[config.mk]
export PLATFORM = sky130hd
export DESIGN_NAME = nios2_oci_dct_trace_buffer
export DESIGN_NICKNAME = d
export VERILOG_FILES = /design/src/rtl/nios2_oci_dct_trace_buffer.sv
export SDC_FILE = /design/constraint.sdc
export NUM_CORES = 1
export LEC_CHECK = 0
export ABC_AREA = 1
export BUFFER_PORTS_ARGS = -buffer_cell sky130_fd_sc_hd__buf_4
export CORE_AREA = 2 2 203 205
export CTS_CLUSTER_SIZE = 28
export DETAILED_ROUTE_END_ITERATION = 12
export DIE_AREA = 0 0 205 207
export PLACE_DENSITY = 0.8
export SLEW_MARGIN = 10
export SYNTH_ARGS = -nofsm -noshare
export SYNTH_HDL_FRONTEND = slang
export SYNTH_SLANG_ARGS = --single-unit
[constraint.sdc]
create_clock -name clk -period 5.6 [get_ports clk]
set_clock_uncertainty 0.1 [all_clocks]
set_input_delay 0.56 -clock clk [delete_from_list [all_inputs] [get_ports clk]]
set_output_delay 0.56 -clock clk [all_outputs]
set_load 0.05 [all_outputs]
[src/rtl/nios2_oci_dct_trace_buffer.sv]
// nios2_oci_dct_trace_buffer
// Debug-capture-trace buffer for the Nios II OCI test path. Trace words are
// captured into a circular buffer. On end of test the buffer is drained over a
// valid/ready port, and then test_has_ended is raised.
// Optional feature macro: OCI_DCT_TIMESTAMP_EN. When it is defined, each entry
// is tagged in its upper bits with a free-running TS_W-bit cycle stamp.
module nios2_oci_dct_trace_buffer #(
  parameter int DATA_W    = 30,
  parameter int DEPTH     = 16,
  parameter int WRAP_MODE = 1,
  parameter int TS_W      = 16
) (
  input  logic                         clk,
  input  logic                         reset,
  input  logic                         arm,
  input  logic                         trace_valid,
  input  logic [DATA_W-1:0]            trace_data,
  input  logic                         test_ending,
  input  logic                         rd_ready,
  output logic                         rd_valid,
`ifdef OCI_DCT_TIMESTAMP_EN
  output logic [TS_W+DATA_W-1:0]       rd_data,
`else
  output logic [DATA_W-1:0]            rd_data,
`endif
  output logic [$clog2(DEPTH+1)-1:0]   dct_count,
  output logic                         dct_overflow,
  output logic                         test_has_ended
);

  localparam int AW = $clog2(DEPTH);
  localparam int CW = $clog2(DEPTH+1);
`ifdef OCI_DCT_TIMESTAMP_EN
  localparam int ENTRY_W = TS_W + DATA_W;
`else
  // TS_W has no effect when timestamps are not stored.
  localparam int ENTRY_W = DATA_W + 0 * TS_W;
`endif
  localparam logic [CW-1:0] FULL_COUNT = CW'(DEPTH);

  typedef enum logic [1:0] {IDLE, CAPTURE, DRAIN, DONE} state_t;

  state_t              state_reg, state_next;
  logic [AW-1:0]       wr_ptr_reg, rd_ptr_reg;
  logic [CW-1:0]       count_reg;
  logic                overflow_reg;
  logic [ENTRY_W-1:0]  mem [DEPTH];
  logic [ENTRY_W-1:0]  wr_entry;

  logic full;
  logic clear_buf;
  logic cap_write;
  logic store;
  logic pop;

  assign full      = (count_reg == FULL_COUNT);
  // arm restarts capture from any state other than an ongoing drain
  assign clear_buf = arm && (state_reg != DRAIN);
  assign cap_write = (state_reg == CAPTURE) && trace_valid && !arm;
  // In drop mode, a write into a full buffer is discarded
  assign store     = cap_write && (!full || (WRAP_MODE != 0));
  assign pop       = (state_reg == DRAIN) && (count_reg != '0) && rd_ready;

`ifdef OCI_DCT_TIMESTAMP_EN
  logic [TS_W-1:0] ts_reg;

  // Free-running cycle stamp; arm does not restart it
  always_ff @(posedge clk) begin
    if (reset) ts_reg <= '0;
    else       ts_reg <= ts_reg + TS_W'(1);
  end

  assign wr_entry = {ts_reg, trace_data};
`else
  assign wr_entry = trace_data;
`endif

  // Storage array, written at wr_ptr; no reset so it maps onto plain RAM
  always_ff @(posedge clk) begin
    if (store) mem[wr_ptr_reg] <= wr_entry;
  end

  // Pointers, fill count and sticky overflow flag
  always_ff @(posedge clk) begin
    if (reset || clear_buf) begin
      wr_ptr_reg   <= '0;
      rd_ptr_reg   <= '0;
      count_reg    <= '0;
      overflow_reg <= 1'b0;
    end else begin
      if (cap_write) begin
        if (!full) begin
          wr_ptr_reg <= wr_ptr_reg + AW'(1);
          count_reg  <= count_reg + CW'(1);
        end else begin
          overflow_reg <= 1'b1;
          if (WRAP_MODE != 0) begin
            // Overwrite the oldest entry: both pointers move, count stays full
            wr_ptr_reg <= wr_ptr_reg + AW'(1);
            rd_ptr_reg <= rd_ptr_reg + AW'(1);
          end
        end
      end
      if (pop) begin
        rd_ptr_reg <= rd_ptr_reg + AW'(1);
        count_reg  <= count_reg - CW'(1);
      end
    end
  end

  // State register
  always_ff @(posedge clk) begin
    if (reset) state_reg <= IDLE;
    else       state_reg <= state_next;
  end

  // Next-state logic
  always_comb begin
    state_next = state_reg;
    case (state_reg)
      IDLE: begin
        if (arm)              state_next = CAPTURE;
        else if (test_ending) state_next = DRAIN;
      end
      CAPTURE: begin
        if (test_ending) state_next = DRAIN;
      end
      DRAIN: begin
        // Leave as soon as the buffer is empty or the final entry pops, so
        // test_has_ended is visible the cycle after the last pop
        if ((count_reg == '0) || (pop && (count_reg == CW'(1))))
          state_next = DONE;
      end
      DONE: begin
        if (arm) state_next = CAPTURE;
      end
      default: state_next = IDLE;
    endcase
  end

  // Outputs: read port presents the oldest entry while draining
  always_comb begin
    rd_valid       = (state_reg == DRAIN) && (count_reg != '0);
    rd_data        = '0;
    if (rd_valid) rd_data = mem[rd_ptr_reg];
    test_has_ended = (state_reg == DONE);
  end

  assign dct_count    = count_reg;
  assign dct_overflow = overflow_reg;

endmodule
==> metrics.txt <==
Achievable Freq=~230 MHz; clock slew seen by the registers of the worst setup and hold paths=around 0.060 ns; # port buffers=73; Placer Congestion=about 0.76; worst-margin pin slew=approximately 1.3 ns; share of the synthesized area in the top cell type=roughly 66%; Static Leakage=~10 nW; Post-Syn Area=around 22000 um2; Synth Warn #=0; RR Startpoint=state_reg[1]$_SDFFE_PP0P_; initial drt markers=approximately 1600; Final WS setup=about 1.2 ns; Global Route Usage Sum=23.8%; post-route cell area=24400 um2; Post-Place Cell Area=22900 um2; largest net degree at the start of global routing=210; Initial DRT Pass Iterations=5; nets@finish=between 2000 and 2500; register bit count reported by yosys=500; pwr/cell area=about 300 nW/um2; vias in the first global route=~15000; Layout area overhead=11.5%; Post-synth EDFFs=480; Largest Register=mem; Worst VDD drop=0.220 mV; HP Class=in -> reg; Final min period=~4.4 ns; clock buffer depth=3; DRC=0; CTS root buf=clkbuf_16; clock sinks=500; outcome=complete, no violations; postcts setup bufs=0; Site Rows=74; die area=42400 um2; Yosys top cell by area=edfxtp_1; first-pass GRT wire length=78900 um; sequential fraction of the synthesis area=between 60% and 70%; Detail Placement HPWL=approximately 27000 um; most frequent cell after synthesis=nand2_1; Hold-fix buffers, CTS=0; syn avg cell area=a little over 10 um2; syn nets=between 2000 and 2500; FFs w/ async S/R, synth=0%; Net Sw Frac=between 10% and 20%; layout cells sized above 1=under 10%; routed vias/inst=approximately 5.4; GRT overflow=0; data required time of the critical path=about 5 ns; Final Hold Viols=0; worst-path fanout max=about 140; RSZ-0062 raised after global routing=false; largest family of logic cells by synthesized area=simple AND/OR/NAND/NOR gates; I/O Pins=74; Synth Area in Adders=less than 1%; Slew Viols, Final=0; most common library cells after synthesis=nand2_1, edfxtp_1, inv_1; Power, Total=roughly 7.4 mW; CP Class=reg -> out; Synth cell types=23; Filler Cells Inserted=3099; Setup TNS=0 ns; Core Area=around 40000 um2; overall routed net length=50500 um; Hold Path Origin=reset; post-synthesis share of cell area spent on and, or, nand and nor gates=roughly a fifth; TritonCTS clock tree=yes; total number of vias=around 15000; Seq pwr share=between 50% and 60%; worst skew pair latency=between 0.5 and 0.6 ns; final setup vio count=0; initial core utilization=54.3%; maximum capacitance violations=0; P_sw=1.44 mW; relative slew slack=between 10 and 15%; CTS buffer count=between 40 and 50; Internal=about 6 mW; post_cts resized=0; Die Ht=207 um; mux cell area share after synthesis=0%; largest cells by area after synthesis=edfxtp_1, nand2_1, nand3_1; Tcrit/Tclk final=between 70 and 80%; Logic pwr share=1.6%; pre-CTS WS=roughly 1.9 ns; ANT nets after route=0; crit path DAT=between 3 and 4 ns; Post-synth top flop=edfxtp_1; # H-tree levels=2; nature of the critical path endpoint=output port; Compound-Gate Fraction of Synth Area=approximately 1.2%; Post-Synth XOR/XNOR Area=less than 1%; Post-Syn Instances=between 2000 and 2500; Clk pwr share=43.0%; wire length per cell=~18 um; Largest register FFs=480; initial antenna violation count=3; Worst Setup Start Kind=flip-flop; die width=approximately 200 um
==> final cells by class <==
type,count,area (um2),area share [%]
antenna,1,2.50,0.0102
timing repair buffer,95,726,2.97
multi-input combinational,1163,5100,20.9
tap,532,666,2.72
clock inverter,33,251,1.03
inverter,415,1570,6.40
sequential,500,14800,60.6
clock buffer,59,1310,5.34
==> path summary, 6_finish.rpt <==
path / to / cells past startpoint / slack, ns
max: rd_data[13] / 9 / 1.24
min: state_reg[1]$_SDFFE_PP0P_ / 4 / 0.16
max reg2reg: mem[8][14]$_DFFE_PP_ / 5 / 2.49
min reg2reg: dct_overflow$_SDFFE_PP0P_ / 2 / 0.36
==> cells by family after synthesis <==
group | Yosys count
simple gates | 1099
buf+inv | 518
flops | 500
compound gates | 52
fa+ha+maj | 9
xor+xnor | 3
==> power groups by stage <==
stage          clock (mW)  combinational [mW]  sequential (mW)
5_1_grt              3.36               0.132             4.10
4_1_cts              3.20               0.119             4.11
2_1_floorplan           0              0.0397             4.19
3_3_place_gp            0               0.111             4.18
6_report             3.19               0.120             4.11
3_5_place_dp            0               0.118             4.18
==> per-layer routing <==
metal / GRT usage, % / part of all wire, % / up-vias
met5: 0 / 0.051 / -
met4: 9.10 / 3.0 / 4
met3: 3.73 / 8.6 / 115
met2: 39.3 / 49 / 704
met1: 31.7 / 39 / 7126
li1: - / - / 7062
==> critical path, stage by stage, from the launching register on <==
cell     delay (ns)
dfxtp_4        0.55
inv_6          0.85
buf_4          0.74
nand2_1        0.10
nand2_1        0.09
nand2_1        0.05
nand3_1        0.10
a21oi_1        0.09
nor2_1         0.21
buf_4          0.23
==> cell usage in the layout, fill, tap and decap left out <==
cell | netlist | final
nand2b_1 | 1 | 1
buf_4 | 3 | 94
o21ai_0 | 4 | 4
clkinv_2 | 0 | 10
ha_1 | 9 | 9
bufinv_16 | 0 | 4
dfxtp_1 | 20 | 17
nor2_1 | 101 | 85
xnor2_1 | 1 | 1
diode_2 | 0 | 1
clkbuf_16 | 0 | 51
nand4_1 | 4 | 4
dfxtp_4 | 0 | 2
nand2_1 | 652 | 652
nor2_4 | 0 | 16
inv_2 | 2 | 3
nor2_2 | 1 | 1
or2_2 | 11 | 11
dfxtp_2 | 0 | 1
inv_1 | 411 | 410
a21oi_1 | 48 | 48
buf_12 | 0 | 1
nand3_2 | 1 | 1
clkinv_1 | 2 | 17
inv_6 | 0 | 3
clkbuf_1 | 24 | 8
xor2_1 | 2 | 2
inv_4 | 0 | 1
edfxtp_1 | 480 | 480
nand3_1 | 328 | 328
==> stage by stage <==
step                      util (%)  cells  hold WS [ns]
after floorplan                  -   2181         0.377
after global placement        56.7   2705         0.352
after detailed placement      56.7   2705         0.349
after CTS                     60.5   2797         0.158
after global routing          60.6   2798         0.175
final                         60.6   2798         0.164
No activity file was read; power rests on OpenSTA's default activity.
